<file path="config.mk">
export PLATFORM = sky130hd
export DESIGN_NAME = junction_ctrl_flat
export DESIGN_NICKNAME = d
export VERILOG_FILES = /design/src/rtl/junction_pkg.sv /design/src/rtl/junction_if.sv /design/src/rtl/junction_dwell_timer.sv /design/src/rtl/junction_ctrl.sv /design/src/flat_wrapper.sv
export SDC_FILE = /design/constraint.sdc
export NUM_CORES = 1
export LEC_CHECK = 0
export ABC_AREA = 1
export CORE_UTILIZATION = 55
export CTS_BUF_LIST = sky130_fd_sc_hd__clkbuf_2 sky130_fd_sc_hd__clkbuf_4 sky130_fd_sc_hd__clkbuf_8
export DETAILED_ROUTE_END_ITERATION = 6
export DONT_BUFFER_PORTS = 1
export GPL_TIMING_DRIVEN = 0
export PLACE_DENSITY = 0.7
export SETUP_SLACK_MARGIN = 0.02
export SLEW_MARGIN = 30
export SYNTH_ARGS = -nofsm -noshare
export SYNTH_HDL_FRONTEND = slang
export SYNTH_SLANG_ARGS = --single-unit
</file>
<file path="constraint.sdc">
create_clock -name clk -period 2.35 [get_ports clk]
set_clock_uncertainty 0.15 [all_clocks]
set_input_delay 0.3525 -clock clk [delete_from_list [all_inputs] [get_ports clk]]
set_output_delay 0.3525 -clock clk [all_outputs]
set_load 0.1 [all_outputs]
</file>
<file path="src/rtl/junction_pkg.sv">
// Shared types and defaults for the junction lamp controller.
package junction_pkg;

  typedef enum logic [3:0] {
    ALLRED_A,
    NS_RA,
    NS_G,
    NS_A,
    ALLRED_B,
    EW_RA,
    EW_G,
    EW_A,
    WALK
  } state_t;

  localparam int DEF_GREEN_CYC = 8;
  localparam int DEF_AMBER_CYC = 2;
  localparam int DEF_CLEAR_CYC = 1;
  localparam int DEF_WALK_CYC  = 4;

  typedef struct packed {
    logic ns_red;
    logic ns_amber;
    logic ns_green;
    logic ew_red;
    logic ew_amber;
    logic ew_green;
    logic walk;
  } lamps_t;

  // A dwell of 0 cycles is treated as 1 so the sequence can never stall.
  function automatic int eff_cyc(input int p);
    return (p < 1) ? 1 : p;
  endfunction

  function automatic lamps_t lamp_decode(input state_t s);
    lamps_t l;
    l = '{ns_red: 1'b1, ns_amber: 1'b0, ns_green: 1'b0,
          ew_red: 1'b1, ew_amber: 1'b0, ew_green: 1'b0, walk: 1'b0};
    case (s)
      NS_RA: l.ns_amber = 1'b1;
      NS_G: begin
        l.ns_red   = 1'b0;
        l.ns_green = 1'b1;
      end
      NS_A: begin
        l.ns_red   = 1'b0;
        l.ns_amber = 1'b1;
      end
      EW_RA: l.ew_amber = 1'b1;
      EW_G: begin
        l.ew_red   = 1'b0;
        l.ew_green = 1'b1;
      end
      EW_A: begin
        l.ew_red   = 1'b0;
        l.ew_amber = 1'b1;
      end
      WALK: l.walk = 1'b1;
      default: ;
    endcase
    return l;
  endfunction

endpackage

</file>
<file path="src/rtl/junction_if.sv">
// Pedestrian request/ack and lamp drives of one junction.
interface junction_if;
  logic ped_req;
  logic ped_ack;
  logic ns_red;
  logic ns_amber;
  logic ns_green;
  logic ew_red;
  logic ew_amber;
  logic ew_green;
  logic walk;

  modport master (
    input  ped_req,
    output ped_ack, ns_red, ns_amber, ns_green, ew_red, ew_amber, ew_green, walk
  );

  modport slave (
    output ped_req,
    input  ped_ack, ns_red, ns_amber, ns_green, ew_red, ew_amber, ew_green, walk
  );
endinterface

</file>
<file path="src/rtl/junction_dwell_timer.sv">
// Phase dwell down-counter: load duration-1, done while it reads zero.
module dwell_timer #(
  parameter int W = 4
) (
  input  logic         clk,
  input  logic         load,
  input  logic [W-1:0] load_val,
  output logic         done
);

  logic [W-1:0] cnt;

  // Reload on every phase entry, otherwise count down and hold at zero.
  always_ff @(posedge clk) begin
    if (load) cnt <= load_val;
    else if (cnt != '0) cnt <= cnt - 1'b1;
  end

  assign done = (cnt == '0);

endmodule

</file>
<file path="src/rtl/junction_ctrl.sv">
// Two-road junction lamp sequencer with pedestrian walk insertion.
module junction_ctrl
  import junction_pkg::*;
#(
  parameter int GREEN_CYC = DEF_GREEN_CYC,
  parameter int AMBER_CYC = DEF_AMBER_CYC,
  parameter int CLEAR_CYC = DEF_CLEAR_CYC,
  parameter int WALK_CYC  = DEF_WALK_CYC
) (
  input  logic       clk,
  input  logic       rst_n,
  junction_if.master jif
);

  localparam int G_EFF  = eff_cyc(GREEN_CYC);
  localparam int A_EFF  = eff_cyc(AMBER_CYC);
  localparam int C_EFF  = eff_cyc(CLEAR_CYC);
  localparam int W_EFF  = eff_cyc(WALK_CYC);
  localparam int MAX_GA = (G_EFF > A_EFF) ? G_EFF : A_EFF;
  localparam int MAX_CW = (C_EFF > W_EFF) ? C_EFF : W_EFF;
  localparam int MAX_D  = (MAX_GA > MAX_CW) ? MAX_GA : MAX_CW;
  localparam int CW     = $clog2(MAX_D) + 1;

  localparam logic [CW-1:0] GREEN_M1 = CW'(G_EFF - 1);
  localparam logic [CW-1:0] AMBER_M1 = CW'(A_EFF - 1);
  localparam logic [CW-1:0] CLEAR_M1 = CW'(C_EFF - 1);
  localparam logic [CW-1:0] WALK_M1  = CW'(W_EFF - 1);

  state_t        state, state_nxt;
  logic          pend, pend_nxt;
  logic          ret_ns, ret_nxt;
  logic          enter_walk;
  logic          load, done;
  logic [CW-1:0] dur_m1, load_val;
  lamps_t        lamps_q;
  logic          ack_q;

  dwell_timer #(.W(CW)) u_timer (
    .clk      (clk),
    .load     (load),
    .load_val (load_val),
    .done     (done)
  );

  // Next phase, pedestrian bookkeeping and the dwell to load on entry.
  always_comb begin
    state_nxt = state;
    pend_nxt  = pend;
    ret_nxt   = ret_ns;
    if (done) begin
      case (state)
        ALLRED_A: state_nxt = (pend || jif.ped_req) ? WALK : NS_RA;
        NS_RA:    state_nxt = NS_G;
        NS_G:     state_nxt = NS_A;
        NS_A:     state_nxt = ALLRED_B;
        ALLRED_B: state_nxt = (pend || jif.ped_req) ? WALK : EW_RA;
        EW_RA:    state_nxt = EW_G;
        EW_G:     state_nxt = EW_A;
        EW_A:     state_nxt = ALLRED_A;
        WALK:     state_nxt = ret_ns ? NS_RA : EW_RA;
        default:  state_nxt = ALLRED_A;
      endcase
    end
    enter_walk = (state_nxt == WALK) && (state != WALK);
    if (enter_walk) begin
      pend_nxt = 1'b0;
      ret_nxt  = (state == ALLRED_A);
    end else if (jif.ped_req && (state != WALK)) begin
      pend_nxt = 1'b1;
    end
    case (state_nxt)
      NS_G, EW_G:                 dur_m1 = GREEN_M1;
      NS_RA, NS_A, EW_RA, EW_A:   dur_m1 = AMBER_M1;
      WALK:                       dur_m1 = WALK_M1;
      default:                    dur_m1 = CLEAR_M1;
    endcase
    load     = !rst_n || done;
    load_val = rst_n ? dur_m1 : CLEAR_M1;
  end

  // State, flags and lamp registers; lamps follow the next state so they switch on the same edge.
  always_ff @(posedge clk) begin
    if (!rst_n) begin
      state   <= ALLRED_A;
      pend    <= 1'b0;
      ret_ns  <= 1'b0;
      lamps_q <= lamp_decode(ALLRED_A);
      ack_q   <= 1'b0;
    end else begin
      state   <= state_nxt;
      pend    <= pend_nxt;
      ret_ns  <= ret_nxt;
      lamps_q <= lamp_decode(state_nxt);
      ack_q   <= enter_walk;
    end
  end

  assign jif.ns_red   = lamps_q.ns_red;
  assign jif.ns_amber = lamps_q.ns_amber;
  assign jif.ns_green = lamps_q.ns_green;
  assign jif.ew_red   = lamps_q.ew_red;
  assign jif.ew_amber = lamps_q.ew_amber;
  assign jif.ew_green = lamps_q.ew_green;
  assign jif.walk     = lamps_q.walk;
  assign jif.ped_ack  = ack_q;

endmodule
</file>
<file path="src/flat_wrapper.sv">
// flat-port wrapper written by rule: the top's interface ports become plain ports
module junction_ctrl_flat import junction_pkg::*;
#(
  parameter int GREEN_CYC = DEF_GREEN_CYC,
  parameter int AMBER_CYC = DEF_AMBER_CYC,
  parameter int CLEAR_CYC = DEF_CLEAR_CYC,
  parameter int WALK_CYC  = DEF_WALK_CYC
)
  (clk, rst_n, jif_ped_req, jif_ped_ack, jif_ns_red, jif_ns_amber, jif_ns_green, jif_ew_red, jif_ew_amber, jif_ew_green, jif_walk);
  junction_if jif_i ();
  input  logic clk;
  input  logic rst_n;
  input wire logic [$bits(jif_i.ped_req)-1:0] jif_ped_req;
  output wire logic [$bits(jif_i.ped_ack)-1:0] jif_ped_ack;
  output wire logic [$bits(jif_i.ns_red)-1:0] jif_ns_red;
  output wire logic [$bits(jif_i.ns_amber)-1:0] jif_ns_amber;
  output wire logic [$bits(jif_i.ns_green)-1:0] jif_ns_green;
  output wire logic [$bits(jif_i.ew_red)-1:0] jif_ew_red;
  output wire logic [$bits(jif_i.ew_amber)-1:0] jif_ew_amber;
  output wire logic [$bits(jif_i.ew_green)-1:0] jif_ew_green;
  output wire logic [$bits(jif_i.walk)-1:0] jif_walk;
  assign jif_i.ped_req = jif_ped_req;
  assign jif_ped_ack = jif_i.ped_ack;
  assign jif_ns_red = jif_i.ns_red;
  assign jif_ns_amber = jif_i.ns_amber;
  assign jif_ns_green = jif_i.ns_green;
  assign jif_ew_red = jif_i.ew_red;
  assign jif_ew_amber = jif_i.ew_amber;
  assign jif_ew_green = jif_i.ew_green;
  assign jif_walk = jif_i.walk;
  junction_ctrl #(.GREEN_CYC(GREEN_CYC), .AMBER_CYC(AMBER_CYC), .CLEAR_CYC(CLEAR_CYC), .WALK_CYC(WALK_CYC)) u_core (.clk(clk), .rst_n(rst_n), .jif(jif_i));
endmodule
</file>
==> results of run 1 <==
-- cells by family (layout without fill, tap and decap cells) --
family | Yosys count | in the layout | share of synthesized area [%]
compound gates | 8 | 8 | 4.960
xor+xnor | 1 | 1 | 0.9140
fa+ha+maj | 2 | 2 | 2.611
buf+inv | 21 | 25 | 9.009
flops | 18 | 18 | 41.78
other cells | 1 | 4 | 0.3913
simple gates | 65 | 65 | 40.34
-- sequential cells by signal (all words and copies together) (netlist names) --
register / cells
u_core.u_timer.cnt: 4
u_core.jif.ped_ack: 1
u_core.jif.ns_green: 1
u_core.jif.ns_amber: 1
u_core.state: 4
u_core.pend: 1
u_core.jif.walk: 1
u_core.jif.ew_amber: 1
u_core.ret_ns: 1
u_core.jif.ew_green: 1
u_core.jif.ew_red: 1
u_core.jif.ns_red: 1
-- power by group --
part | total, mW | internal [mW] | switching [mW]
combinational | 0.106 | 0.0366 | 0.0694
clock | 0.149 | 0.0617 | 0.0878
sequential | 0.367 | 0.333 | 0.0338
total | 0.623 | 0.432 | 0.191
-- final cells by class --
type	count	area share, %
clock buffers	3	2.217
flip-flops and latches	18	39.41
well taps	16	1.970
clock inverters	1	0.3695
inverters	21	8.498
multi-input cells	80	47.54
-- per-layer routing --
layer  share of wire (%)  vias to the layer above  wire length (µm)
met4                0.90                        0                14
li1                    -                      371                 -
met1                  47                      317               737
met3                 4.6                        2                72
met5                   0                        -                 0
met2                  47                       22               734
-- worst min path at each step --
stage / start / end / slack, ns
floorplan: u_core.ret_ns$_SDFFE_PN0P_ / u_core.ret_ns$_SDFFE_PN0P_ / 0.29
finish: rst_n / u_core.jif.ns_green$_SDFF_PN0_ / 0.07
global route: rst_n / u_core.jif.ns_green$_SDFF_PN0_ / 0.07
global placement: u_core.ret_ns$_SDFFE_PN0P_ / u_core.ret_ns$_SDFFE_PN0P_ / 0.30
CTS: rst_n / u_core.jif.ns_green$_SDFF_PN0_ / 0.06
detailed placement: u_core.ret_ns$_SDFFE_PN0P_ / u_core.ret_ns$_SDFFE_PN0P_ / 0.31
-- stage by stage --
step | power (mW) | setup slack, ns | utilization, %
after floorplan | 0.4624 | 0.6104 | -
after global placement | 0.4774 | 0.4776 | 63.48
after detailed placement | 0.4804 | 0.4514 | 63.48
after CTS | 0.6329 | 0.4298 | 65.17
after global routing | 0.6552 | 0.2994 | 65.17
final | 0.6226 | 0.4554 | 65.17
-- layout by cell type, fill, tap and decap left out, types with 4 or more instances in the layout --
cell,Yosys,layout
a21oi_1,5,5
nand2_2,4,4
nor2_1,13,13
nand3_1,11,11
nand2_1,14,14
inv_1,16,16
conb_1,1,4
nor2_4,4,4
dfxtp_1,14,14
edfxtp_1,4,4
nor2_2,9,9
-- critical path: stages (launching register included) --
cell	delay, ns
edfxtp_1	0.36
inv_1	0.08
ha_1	0.24
nand2_4	0.13
clkinv_4	0.09
a21oi_1	0.25
nor2_4	0.11
nand2_1	0.08
nand3_1	0.06
nand2_1	0.06
inv_1	0.04
==> impl_metrics.tcl, run 1 <==
set metrics [dict create \
    synth_ff_type "dfxtp_1" \
    synth_top_area_share_pct 29.24 \
    layout-area-overhead-vs-synth_pct 6.005 \
    io_buffers 0 \
    cp-end-kind "register" \
    slew_violations 0 \
    multi_input_area_um2 483.0 \
    outcome "finished clean" \
    wl_um 1558 \
    min_path_cells 2 \
    post_cts_buffers 0 \
    gr-total-overflow 0 \
    fin_crit_ns 1.895 \
    cts_max_level 1 \
    rsz0062_at_grt "no" \
    timing.rr.end "u_core.u_timer.cnt[0]$_DFFE_PP_" \
    chipWidth_um 43.75 \
    fin_area_um2 1016 \
    avgRoutedWirePerCell_um 11.21 \
    synth_seq_area_share_pct 41.78 \
    period_share_pct 80.62 \
    ys_ff_latch 18 \
    tns_ns 0 \
    relSlewSlack_pct 36.93 \
    grt.met2_usage_pct 31.34 \
    dpl-instance-area_um2 989.7 \
    fill_cells 137 \
    cts-root-buf "clkbuf_4" \
    place_congestion 0.7639 \
    maxCapViolations 0 \
    synth_edf_count 4 \
    synth_area_leaders "dfxtp_1, edfxtp_1, inv_1, nor2_2, nand3_1" \
    syn_avg_cell_area_um2 8.262 \
    drtAntennaViolNets 0 \
    reg2reg_slack_ns 0.46 \
    antenna_found_initial 0 \
    yosysMostFrequentCell "inv_1" \
    grt_pass1_wl_um 2877 \
    regArea_um2 400.4 \
    crit_end "u_core.u_timer.cnt[0]$_DFFE_PP_" \
    io_pins 11 \
    path_max_fanout 7 \
    hpwl_um 1249 \
    dieArea_um2 1914 \
    fin_hold_ws_ns 0.07158 \
    met1_usage_pct 27.56 \
    worstPathArrival_ns 1.79 \
    finalNonFillerCells 139 \
    critPathLaunch "u_core.u_timer.cnt[0]$_DFFE_PP_" \
    timing_hold_violations_final 0 \
    via_per_inst 5.122 \
    worstSetupStartpointType "register" \
    drt_iter0_drc 14 \
    worstMarginPinSlew_ns 0.9447 \
    hold_path.class "in -> reg" \
    row_count 14 \
    leakage_nw 0.4342 \
    yosysTopAreaCell "dfxtp_1" \
    tritoncts "yes" \
    drive_gt1_share_pct 28.46 \
    synthTopCellsByCount "inv_1, dfxtp_1, nand2_1" \
    grt_pass1_vias 691 \
    route.detailed.drc 0 \
    synth_cells 116 \
    numCtsBuffers 3 \
    ir_drop_v 0.0003670 \
    clock_path_buffers 2 \
    power_density_nw_per_um2 612.8 \
    netlist_area_um2 958.4 \
    synthDistinctLibCells 25 \
    async_reset_ff_share_pct 0 \
    dr.pass1.iters 5 \
    crit_required_ns 2.25 \
    vias 712 \
    final_nets 129 \
    clkLatencyLatePin_ns 0.29 \
    antenna_cells 0 \
    clk_pin_slew_ns 0.10 \
    max_freq_ghz 0.5278 \
    yosysWarnings 0 \
    clock_sinks 18 \
    worst_r2r_startpoint "u_core.u_timer.cnt[0]$_DFFE_PP_" \
    die_h_um 43.75 \
    initial_core_util_pct 61.48 \
    setup_viol 0 \
    cts_repair_resize_count 0 \
    ctsHoldBuffers 0 \
    globalRoute.busiestLayer "met2" \
    grt_use_met3_pct 4.583 \
    core_area_um2 1559 \
    grt_use_total_pct 20.50 \
    place_inst 135 \
    r2r_cells 10 \
    grt_max_degree 11 \
    worstSetupPathType "reg -> reg" \
]
No activity file was read; power rests on OpenSTA's default activity.
==> run 2, diff against run 1 <==
clock period = 1.9 ns   (was 2.35 ns; I/O delays follow)
==> run 2 against run 1 <==
Effect of this change:
- die area did not move
- first-iteration DRC count rose by 64%
- hold slack worse by 0.052 ns
- wire length is 7.8% higher
- power grew 27%
- core utilization grew 4.3 points
- fmax up 5.9%
- worst setup slack worse by 0.34 ns
- sequential share of layout area is 2.4 points lower
- sequential cell count unchanged
- via count increased by 3.7%
==> impl_metrics.tcl, run 2 (synthesis gave the netlist of run 1 again) <==
set metrics [dict create \
    cp_top_family "simple AND/OR/NAND/NOR gates" \
    place_congestion 0.7639 \
    crit_required_ns 1.80 \
    chipWidth_um 43.75 \
    tritoncts "yes" \
    max_freq_ghz 0.5591 \
    grt_pass1_vias 697 \
    worstSetupStartpointType "register" \
    numCtsBuffers 3 \
    switching_power_mw 0.2461 \
    hpwl_um 1249 \
    ir_drop_v 0.0004611 \
    wl_um 1680 \
    relSlewSlack_pct 37.06 \
    gr-total-overflow 0 \
    seq_power_share_pct 57.5 \
    final_util_pct 69.42 \
    period_share_pct 94.14 \
    layout-area-overhead-vs-synth_pct 12.92 \
    cp-end-kind "register" \
    path_max_fanout 5 \
    worstMarginPinSlew_ns 0.9429 \
    antenna_cells 0 \
    power_frac_comb_pct 18.9 \
    layout_common_cells "inv_1, nand2_1, dfxtp_1" \
    io_pins 11 \
    initial_core_util_pct 61.48 \
    dr.pass1.iters 5 \
    antenna_found_initial 0 \
    avgRoutedWirePerCell_um 11.59 \
    clock_path_buffers 2 \
    dpl-instance-area_um2 989.7 \
    fin_area_um2 1082 \
    clock_sinks 18 \
    cts_max_level 1 \
    grt_max_degree 11 \
    hold_path.class "in -> reg" \
    clkLatencyLatePin_ns 0.28 \
    via_per_inst 5.090 \
    vias 738 \
    die_h_um 43.75 \
    path_cells "inv_2 > ha_4 > nand2_4 > inv_8 > nand2_1 > nor2_2 > nor2_4 > nand2_1 > nand3_1 > nand2_1 > inv_1" \
    crit_slowest_cell "edfxtp_1" \
    worstPathArrival_ns 1.69 \
    core_area_um2 1559 \
    switching_share_pct 31.12 \
    internal-power_mw 0.5448 \
    grt_use_total_pct 20.68 \
    maxCapViolations 0 \
    outcome "finished clean" \
    worstSetupPathType "reg -> reg" \
    cts-root-buf "clkbuf_4" \
    fin_crit_ns 1.789 \
    clk_pin_slew_ns 0.09 \
    slew_violations 0 \
    cp_slowest_stage_delay_ns 0.43 \
    p_clk_share_pct 23.6 \
    final_nets 135 \
    power_density_nw_per_um2 730.8 \
    drive_gt1_share_pct 34.11 \
    timing_hold_violations_final 0 \
    io_buffers 0 \
    dieArea_um2 1914 \
    leakage_nw 0.4603 \
    tns_ns 0 \
    route.detailed.drc 0 \
    critPathBufInv 3 \
    grt_pass1_wl_um 2898 \
    drtAntennaViolNets 0 \
    drt_iter0_drc 23 \
    row_count 14 \
    setup_viol 0 \
    crit_top_cell "nand2_1" \
    reg.largest.list "u_core.state (4), u_core.u_timer.cnt (4)" \
    rsz0062_at_grt "no" \
]
-- run 2: routing by layer --
| layer | GRT usage (%) | vias to the layer above | wire length, µm |
|---|---|---|---|
| met4 | 9.375 | 0 | 15 |
| met1 | 27.82 | 335 | 776 |
| met2 | 31.94 | 16 | 837 |
| met3 | 4.167 | 2 | 51 |
| li1 | - | 385 | - |
| met5 | 0 | - | 0 |
-- run 2: area by class of cell --
class	instances	area [µm²]
Multi-Input combinational cell	80	499.2
Fill cell	125	476.7
Sequential cell	18	400.4
Inverter	21	88.84
Timing Repair Buffer	6	47.55
Clock buffer	3	22.52
Tap cell	16	20.02
Clock inverter	1	3.754
-- run 2: through the flow --
step                hold WS (ns)  total power [mW]  setup slack, ns  cells
floorplan                 0.2938            0.5720           0.1604    119
global placement          0.3021            0.5905          0.02763    135
detailed placement        0.3137            0.5942         0.001403    135
CTS                      0.01328            0.7864          0.03246    140
global route             0.02189            0.8331         0.003359    145
finish                   0.01934            0.7909           0.1114    145
-- run 2: final timing paths --
check / slack [ns] / to / depth (start not counted) / from
min: 0.02 / u_core.state[0]$_SDFF_PN0_ / 2 / rst_n
max: 0.11 / u_core.u_timer.cnt[0]$_DFFE_PP_ / 11 / u_core.u_timer.cnt[0]$_DFFE_PP_
max reg2reg: 0.11 / u_core.u_timer.cnt[0]$_DFFE_PP_ / 11 / u_core.u_timer.cnt[0]$_DFFE_PP_
min reg2reg: 0.33 / u_core.ret_ns$_SDFFE_PN0P_ / 2 / u_core.ret_ns$_SDFFE_PN0P_
-- run 2: what timing repair did --
action | 4_1_cts | 5_1_grt
endpoints found under the setup margin | 1 | 3
cloned | 0 | 0
gates resized for setup | 2 | 4
pin swaps | 0 | 2
setup buffers | 0 | 5
endpoints found under the hold margin | 1 | 0
hold buffers | 1 | 0
-- run 2: power by group through the flow --
stage          combinational, mW  clock (mW)  sequential, mW
2_1_floorplan              0.113           0           0.459
3_3_place_gp               0.128           0           0.462
3_5_place_dp               0.131           0           0.463
4_1_cts                    0.136       0.197           0.454
5_1_grt                    0.169       0.207           0.457
6_report                   0.150       0.187           0.454
